## src/rtl/hfifo_packer_pkg.sv

```systemverilog
// Shared constants and helpers for the hfifo packer and future width converters.
package hfifo_packer_pkg;

  localparam int unsigned DWIDTH_DEF = 8;
  localparam int unsigned LANES_DEF  = 4;
  localparam int unsigned TOUT_DEF   = 16;

  // Counter width able to hold 0..n inclusive when n is a power of two.
  function automatic int unsigned cnt_width(input int unsigned n);
    return $clog2(n) + 1;
  endfunction

endpackage

```

## src/rtl/hfifo_packer_idle.sv

```systemverilog
// Saturating idle timer: counts cycles with a stranded partial word, flags expiry.
module hfifo_packer_idle
  import hfifo_packer_pkg::*;
#(
  parameter int unsigned TOUT   = TOUT_DEF,
  parameter int unsigned TWIDTH = cnt_width(TOUT_DEF)
) (
  input  logic clk,
  input  logic reset,
  input  logic clr,
  input  logic inc,
  output logic expired
);

  logic [TWIDTH-1:0] r_cnt;
  logic [TWIDTH-1:0] w_cnt_nxt;

  always_comb begin
    w_cnt_nxt = r_cnt;
    if (clr) begin
      w_cnt_nxt = '0;
    end else if (inc && (r_cnt != TWIDTH'(TOUT))) begin
      w_cnt_nxt = r_cnt + TWIDTH'(1);
    end
  end

  // expired mirrors r_cnt == TOUT, kept as its own flop so it is a clean register.
  always_ff @(posedge clk) begin
    if (reset) begin
      r_cnt   <= '0;
      expired <= 1'b0;
    end else begin
      r_cnt   <= w_cnt_nxt;
      expired <= (w_cnt_nxt == TWIDTH'(TOUT));
    end
  end

endmodule

```

## src/rtl/hfifo_packer.sv

```systemverilog
// Packs LANES consecutive hfifo entries into one wide word on a valid/ready port;
// partial words leave on flush or after an idle timeout.
module hfifo_packer
  import hfifo_packer_pkg::*;
#(
  parameter int unsigned DWIDTH = DWIDTH_DEF,
  parameter int unsigned LANES  = LANES_DEF,
  parameter int unsigned CWIDTH = cnt_width(LANES_DEF),
  parameter int unsigned TOUT   = TOUT_DEF,
  parameter int unsigned TWIDTH = cnt_width(TOUT_DEF)
) (
  input  logic                     clk,
  input  logic                     reset,
  input  logic [DWIDTH-1:0]        fifo_dout,
  input  logic                     fifo_rdy,
  output logic                     fifo_pop,
  input  logic                     flush,
  output logic [DWIDTH*LANES-1:0]  out_data,
  output logic [CWIDTH-1:0]        out_cnt,
  output logic                     out_valid,
  input  logic                     out_ready
);

  localparam int unsigned LW = $clog2(LANES);

  logic [DWIDTH-1:0]       r_lane [LANES];
  logic [CWIDTH-1:0]       r_asm_cnt;
  logic                    r_rdy_q;
  logic                    w_idle_exp;
  logic                    w_empty;
  logic                    w_full;
  logic                    w_xfer;
  logic                    w_pop;
  logic                    w_idle_clr;
  logic [DWIDTH*LANES-1:0] w_asm;

  // Pop/transfer decisions use only registered state plus flush/out_ready.
  always_comb begin
    w_empty    = (r_asm_cnt == '0);
    w_full     = (r_asm_cnt == CWIDTH'(LANES));
    w_xfer     = (w_full | (!w_empty & (flush | w_idle_exp))) & (!out_valid | out_ready);
    w_pop      = r_rdy_q & !w_full & !w_xfer;
    w_idle_clr = w_pop | w_xfer | w_empty;
  end

  assign fifo_pop = w_pop;

  // Lanes beyond the assembled count read as zero.
  always_comb begin
    w_asm = '0;
    for (int i = 0; i < LANES; i++) begin
      if (CWIDTH'(i) < r_asm_cnt) begin
        w_asm[i*DWIDTH +: DWIDTH] = r_lane[i];
      end
    end
  end

  hfifo_packer_idle #(
    .TOUT   (TOUT),
    .TWIDTH (TWIDTH)
  ) u_idle (
    .clk     (clk),
    .reset   (reset),
    .clr     (w_idle_clr),
    .inc     (!w_empty),
    .expired (w_idle_exp)
  );

  always_ff @(posedge clk) begin
    if (reset) begin
      r_rdy_q   <= 1'b0;
      r_asm_cnt <= '0;
      for (int i = 0; i < LANES; i++) begin
        r_lane[i] <= '0;
      end
    end else begin
      r_rdy_q <= fifo_rdy;
      if (w_xfer) begin
        r_asm_cnt <= '0;
      end else if (w_pop) begin
        r_lane[r_asm_cnt[LW-1:0]] <= fifo_dout;
        r_asm_cnt                 <= r_asm_cnt + CWIDTH'(1);
      end
    end
  end

  // Output register: a transfer in the accept cycle reloads and keeps valid high.
  always_ff @(posedge clk) begin
    if (reset) begin
      out_data  <= '0;
      out_cnt   <= '0;
      out_valid <= 1'b0;
    end else if (w_xfer) begin
      out_data  <= w_asm;
      out_cnt   <= r_asm_cnt;
      out_valid <= 1'b1;
    end else if (out_valid && out_ready) begin
      out_valid <= 1'b0;
    end
  end

endmodule
```

## config.mk

```make
export PLATFORM = sky130hd
export DESIGN_NAME = hfifo_packer
export DESIGN_NICKNAME = d
export VERILOG_FILES = /design/src/rtl/hfifo_packer_pkg.sv /design/src/rtl/hfifo_packer_idle.sv /design/src/rtl/hfifo_packer.sv
export SDC_FILE = /design/constraint.sdc
export NUM_CORES = 1
export LEC_CHECK = 0
export CORE_MARGIN = 2
export CORE_UTILIZATION = 35
export CTS_CLUSTER_DIAMETER = 100
export DETAILED_ROUTE_END_ITERATION = 8
export GPL_TIMING_DRIVEN = 1
export HOLD_SLACK_MARGIN = 0.05
export PLACE_DENSITY = 0.63
export SLEW_MARGIN = 20
export SYNTH_ARGS = -nofsm -noshare
export SYNTH_HDL_FRONTEND = slang
export SYNTH_SLANG_ARGS = --single-unit
```

## constraint.sdc

```tcl
create_clock -name clk -period 3.3 [get_ports clk]
set_input_delay 0.33 -clock clk [delete_from_list [all_inputs] [get_ports clk]]
set_output_delay 0.33 -clock clk [all_outputs]
set_load 0.02 [all_outputs]
```

### Yosys cells after proc, flatten, opt, wreduce, memory -nomap -nowiden

Memory sizes are Yosys's and may differ from the RTL's. A register that Yosys moved wholly into a read port is not among the register bits.
Cells that the tools add are included.

| word-level totals | value |
|---|---|
| memory bits (writable) | 32 |
| memories kept | 1 |
| flip-flop bits (word level) | 46 |
| logic and storage cells | 53 |
| input bits | 13 |
| output and inout port bits | 37 |

Memory list:

| name | words | bits a word | read ports | clocked after memory_dff | write ports | line | text |
|---|---|---|---|---|---|---|---|
| r_lane | 4 | 8 | 4 | 1 | 4 | hfifo_packer.sv:26 | `logic [DWIDTH-1:0] r_lane [LANES];` |

| cells by class | value |
|---|---|
| reductions and logical operators | 10 |
| eq/ne operators | 3 |
| multiplexer cells | 17 |
| bitwise operators | 9 |
| add/sub/neg operators | 2 |
| order comparisons | 4 |

Operators by type and width:

| cell | count |
|---|---|
| $mux 8 | 5 |
| $mux 5 | 2 |
| $mux 1 | 9 |
| $reduce_or 8->1 | 1 |
| $lt 1x3->1 const A | 2 |
| $lt 2x3->1 const A | 2 |
| $add 5x1->5 const B | 1 |
| $eq 5x5->1 const B | 1 |
| $ne 5x5->1 const B | 1 |
| $or 1x1->1 | 5 |
| $and 1x1->1 | 4 |
| $logic_not 1->1 | 4 |
| $add 3x1->3 const B | 1 |
| $eq 3x3->1 const B | 1 |
| $logic_not 3->1 | 1 |
| $logic_and 1x1->1 | 2 |
| $mux 2 | 1 |
| $reduce_bool 2->1 | 1 |
| $reduce_or 2->1 | 1 |

### Longest topological paths before layout

| depth | value |
|---|---|
| depth after elaboration | 13 |
| mapped depth | 8 |
| mapped depth without buffers | 6 |

### Modules after synthesis

From an unflattened synthesis, not the netlist that was laid out.

| unflattened totals | value |
|---|---|
| cell total of the unflattened synthesis | 315 |
| area, all modules | 3359.5 um^2 |

By module, submodules not included:

| module | area an instance (um^2) | cells an instance | instances | sequential area each (um^2) |
|---|---|---|---|---|
| hfifo_packer | 3060.4 | 287 | 1 | 1761.7 |
| hfifo_packer_idle | 299.0 | 28 | 1 | 120.1 |

### Worst setup path before layout

Ideal clock, no wire load.

| path | value |
|---|---|
| path type | reg-to-reg |
| start point | register r_asm_cnt[0] |
| end point | memory r_lane[3][0] (netlist name), enable pin |
| setup slack | 0.820 ns |
| data required time | 2.902 ns |
| path buffers | 0 |
| data arrival time | 2.082 ns |
| stages on the path, launching flop included | 6 |
| clock period less this slack | 2.480 ns |
| library setup time | 0.398 ns |
| cells stage by stage | dfxtp_1 inv_1 ha_1 nor3_1 nor3_2 o41ai_1 |

RTL lines:

| item | line | text |
|---|---|---|
| start, declared | hfifo_packer.sv:27 | `logic [CWIDTH-1:0] r_asm_cnt;` |
| start signal, assigned | hfifo_packer.sv:82 | `r_asm_cnt <= r_asm_cnt + CWIDTH'(1);` |
| end, declared | hfifo_packer.sv:26 |  |

==> flow_metrics.env <==
export IMPL_status="finished, final reports clean"
export IMPL_regArea_mm2=0.001882
export IMPL_clk_latency_ps=340
export IMPL_drc=0
export IMPL_cts_reportedPaths_clkPinSlew_ps=80
export IMPL_avgSynthCellArea_um2=11.90
export IMPL_final_nets=319
export IMPL_power_density_mw_per_mm2=508.3
export IMPL_tns_ps=0
export IMPL_swShare_pct=22.63
export IMPL_die_h_um=96.18
export IMPL_crit_type="flip-flop to flip-flop"
export IMPL_syn2layout_area_growth_pct=26.92
export IMPL_routedWlPerCell_um=14.02
export IMPL_endpoint_kind="flip-flop"
export IMPL_p_int_mw=1.484
export IMPL_hold_violations=0
export IMPL_coreArea_mm2=0.008217
export IMPL_cts_tree="yes"
export IMPL_synth_seq_cells=78
export IMPL_fin_crit_ps=2737
export IMPL_crit_required_ps=3340
export IMPL_grt_max_degree=26
export IMPL_rows=33
export IMPL_synth_edf_count=32
export IMPL_dr_pass1_iters=4
export IMPL_tightest_slew_ps=591.7
export IMPL_vias_per_cell=4.721
export IMPL_relSlewSlack_pct=60.56
export IMPL_finalWeightedCongestion=0.7798
export IMPL_num_vias=1945
export IMPL_grtUsageTotal_pct=13.62
export IMPL_power_leakage_nw=1.386
export IMPL_clkPwrFrac_pct=37.6
export IMPL_drive_above_1_share_pct=9.446
export IMPL_synth_flop_cell="dfxtp_1"
export IMPL_hold_depth=1
export IMPL_comb_power_share_pct=7.9
export IMPL_cts_sinks=78
export IMPL_drt_initial_drc_count=57
export IMPL_period_share_pct=82.94
export IMPL_clockRootBuffer="clkbuf_8"
export IMPL_synth_cell_area_mm2=0.002974
export IMPL_start_util_pct=36.20
export IMPL_startpoint_type="flip-flop"
export IMPL_die_x_um=96.18
export IMPL_power_switching_mw=0.4341
export IMPL_drt_total_wl_um=5775
export IMPL_io_pins=50
export IMPL_crit_arrival_ps=2770
export IMPL_cts_buffers=9
export IMPL_synth_async_reset_ratio_pct=0
export IMPL_ir_worst_vdd_uv=246.6
export IMPL_antenna_found_initial=0
export IMPL_yosysWarnings=0
export IMPL_cts_resized_gates=0
export IMPL_worstRegToRegCells=6
export IMPL_insertedDiodeCount=0
export IMPL_final_antenna_net_count=0
export IMPL_holdBufCountCts=0
export IMPL_grt_pass1_vias=1894
export IMPL_multi_input_area_mm2=0.001008
export IMPL_synth_seq_area_share_pct=63.27
export IMPL_setup_violations=0
export IMPL_ys_types=40
export IMPL_detailed_place_hpwl_um=4083
export IMPL_post_cts_buffers=0
export IMPL_critPathMaxFanout=11
export IMPL_max_freq_mhz=365.4
export IMPL_die_area_mm2=0.009251
export IMPL_synth_cells=250
export IMPL_rrSetupSlack_ps=560
export IMPL_grt_pass1_wl_um=9459
export IMPL_rsz0062_at_grt="no"
export IMPL_clk_path_buf_depth=2
export IMPL_syn_num_nets=267
export IMPL_finClkSkew_ps=9.385
export IMPL_p_seq_share_pct=54.5
export IMPL_p_total_mw=1.919
export IMPL_grt_ovfl_total=0
export IMPL_min_path_type="flip-flop to flip-flop"
export IMPL_fill_cells=777
export IMPL_htreeDepth=3
export IMPL_port_buffers=49
export IMPL_maxSlewViolCount=0
export IMPL_cap_violations=0
## through the flow
step	setup slack [ps]	hold slack [ps]	utilization (%)	area, um2	cells
global route	314.3	479.1	45.94	3775	412
detailed placement	600.0	442.7	43.48	3572	396
finish	563.1	455.9	45.94	3775	412
global placement	738.0	442.4	43.48	3572	396
floorplan	820.3	435.5	-	2974	250
CTS	587.5	458.9	45.94	3775	412
## worst max-delay path: stages, from the launching register on
cell	delay, ps
dfxtp_1	450
inv_1	120
ha_1	290
or3_4	370
a311oi_2	560
and3_1	380
or2_2	270
## flip-flops by register name, indices dropped and copies added (netlist names)
| name | flops |
|---|---|
| r_rdy_q | 1 |
| out_valid | 1 |
| r_asm_cnt | 3 |
| u_idle.expired | 1 |
| r_lane | 32 |
| out_cnt | 3 |
| u_idle.r_cnt | 5 |
| out_data | 32 |
## area by class of cell
type	count	share of cell area (%)
Sequential cell	78	49.85
Multi-Input combinational cell	153	26.72
Timing Repair Buffer	54	13.99
Clock buffer	13	4.209
Tap cell	105	3.480
Clock inverter	3	1.160
Inverter	6	0.5966
## layout by cell type (no fill, tap or decap), types with 2 or more instances in the layout
cell type / instances
buf_4: 5
nand2_1: 22
xor2_1: 2
nor2_1: 8
nor2b_1: 3
nor3_1: 4
ha_1: 4
dfxtp_1: 46
and2_1: 33
or2_2: 3
clkbuf_1: 2
a21oi_1: 17
clkbuf_8: 11
inv_1: 6
a22o_1: 24
and3_1: 4
clkdlybuf4s50_1: 49
xnor2_1: 2
edfxtp_1: 32
nor3_2: 3
nand3_1: 2
nand2b_1: 3
## power groups by stage
| stage | clock (mW) | sequential [mW] | combinational, mW |
|---|---|---|---|
| 3_5_place_dp | 0 | 1.07 | 0.153 |
| 2_1_floorplan | 0 | 1.07 | 0.0827 |
| 4_1_cts | 0.740 | 1.05 | 0.154 |
| 6_report | 0.722 | 1.05 | 0.152 |
| 3_3_place_gp | 0 | 1.07 | 0.152 |
| 5_1_grt | 0.777 | 1.05 | 0.169 |
## Yosys cell counts, drive strengths merged (2+ instances only)
library cell   n  area share (%)
a22o          24             7.1
and3           4            0.84
or2            3            0.63
buf           11             1.8
clkbuf         2            0.25
inv            6            0.76
dfxtp         46              31
nand2         22             2.8
nor2           9             1.2
nor3           7             1.7
nand2b         3            0.63
edfxtp        32              32
a21oi         17             2.9
and2          33             6.9
nor2b          3            0.63
ha             4             1.7
xnor2          2            0.59
xor2           2            0.59
nand3          2            0.34
## cell families after synthesis
| logic type | synth area share [%] |
|---|---|
| simple gates | 17.71 |
| xor+xnor | 1.178 |
| fa+ha+maj | 1.683 |
| flops | 63.27 |
| buf+inv | 2.819 |
| compound gates | 13.34 |
## per-layer routing
layer | GRT usage, % | part of all wire, % | vias to the layer above
li1 | - | - | 993
met1 | 18.77 | 49 | 911
met2 | 20.25 | 47 | 34
met3 | 3.759 | 3.1 | 7
met4 | 5.357 | 1.0 | 0
met5 | 0 | 0 | -
## path summary, 6_finish.rpt
| check | from | end |
|---|---|---|
| setup / recovery | r_asm_cnt[0]$_SDFFE_PP0P_ | r_lane[1][6]$_SDFFCE_PN0P_ |
| hold / removal | r_lane[1][6]$_SDFFCE_PN0P_ | out_data[14]$_SDFFE_PP0P_ |
| setup reg to reg | r_asm_cnt[0]$_SDFFE_PP0P_ | r_lane[1][6]$_SDFFCE_PN0P_ |
| hold reg to reg | r_lane[1][6]$_SDFFCE_PN0P_ | out_data[14]$_SDFFE_PP0P_ |
No activity file was read; power rests on OpenSTA's default activity.
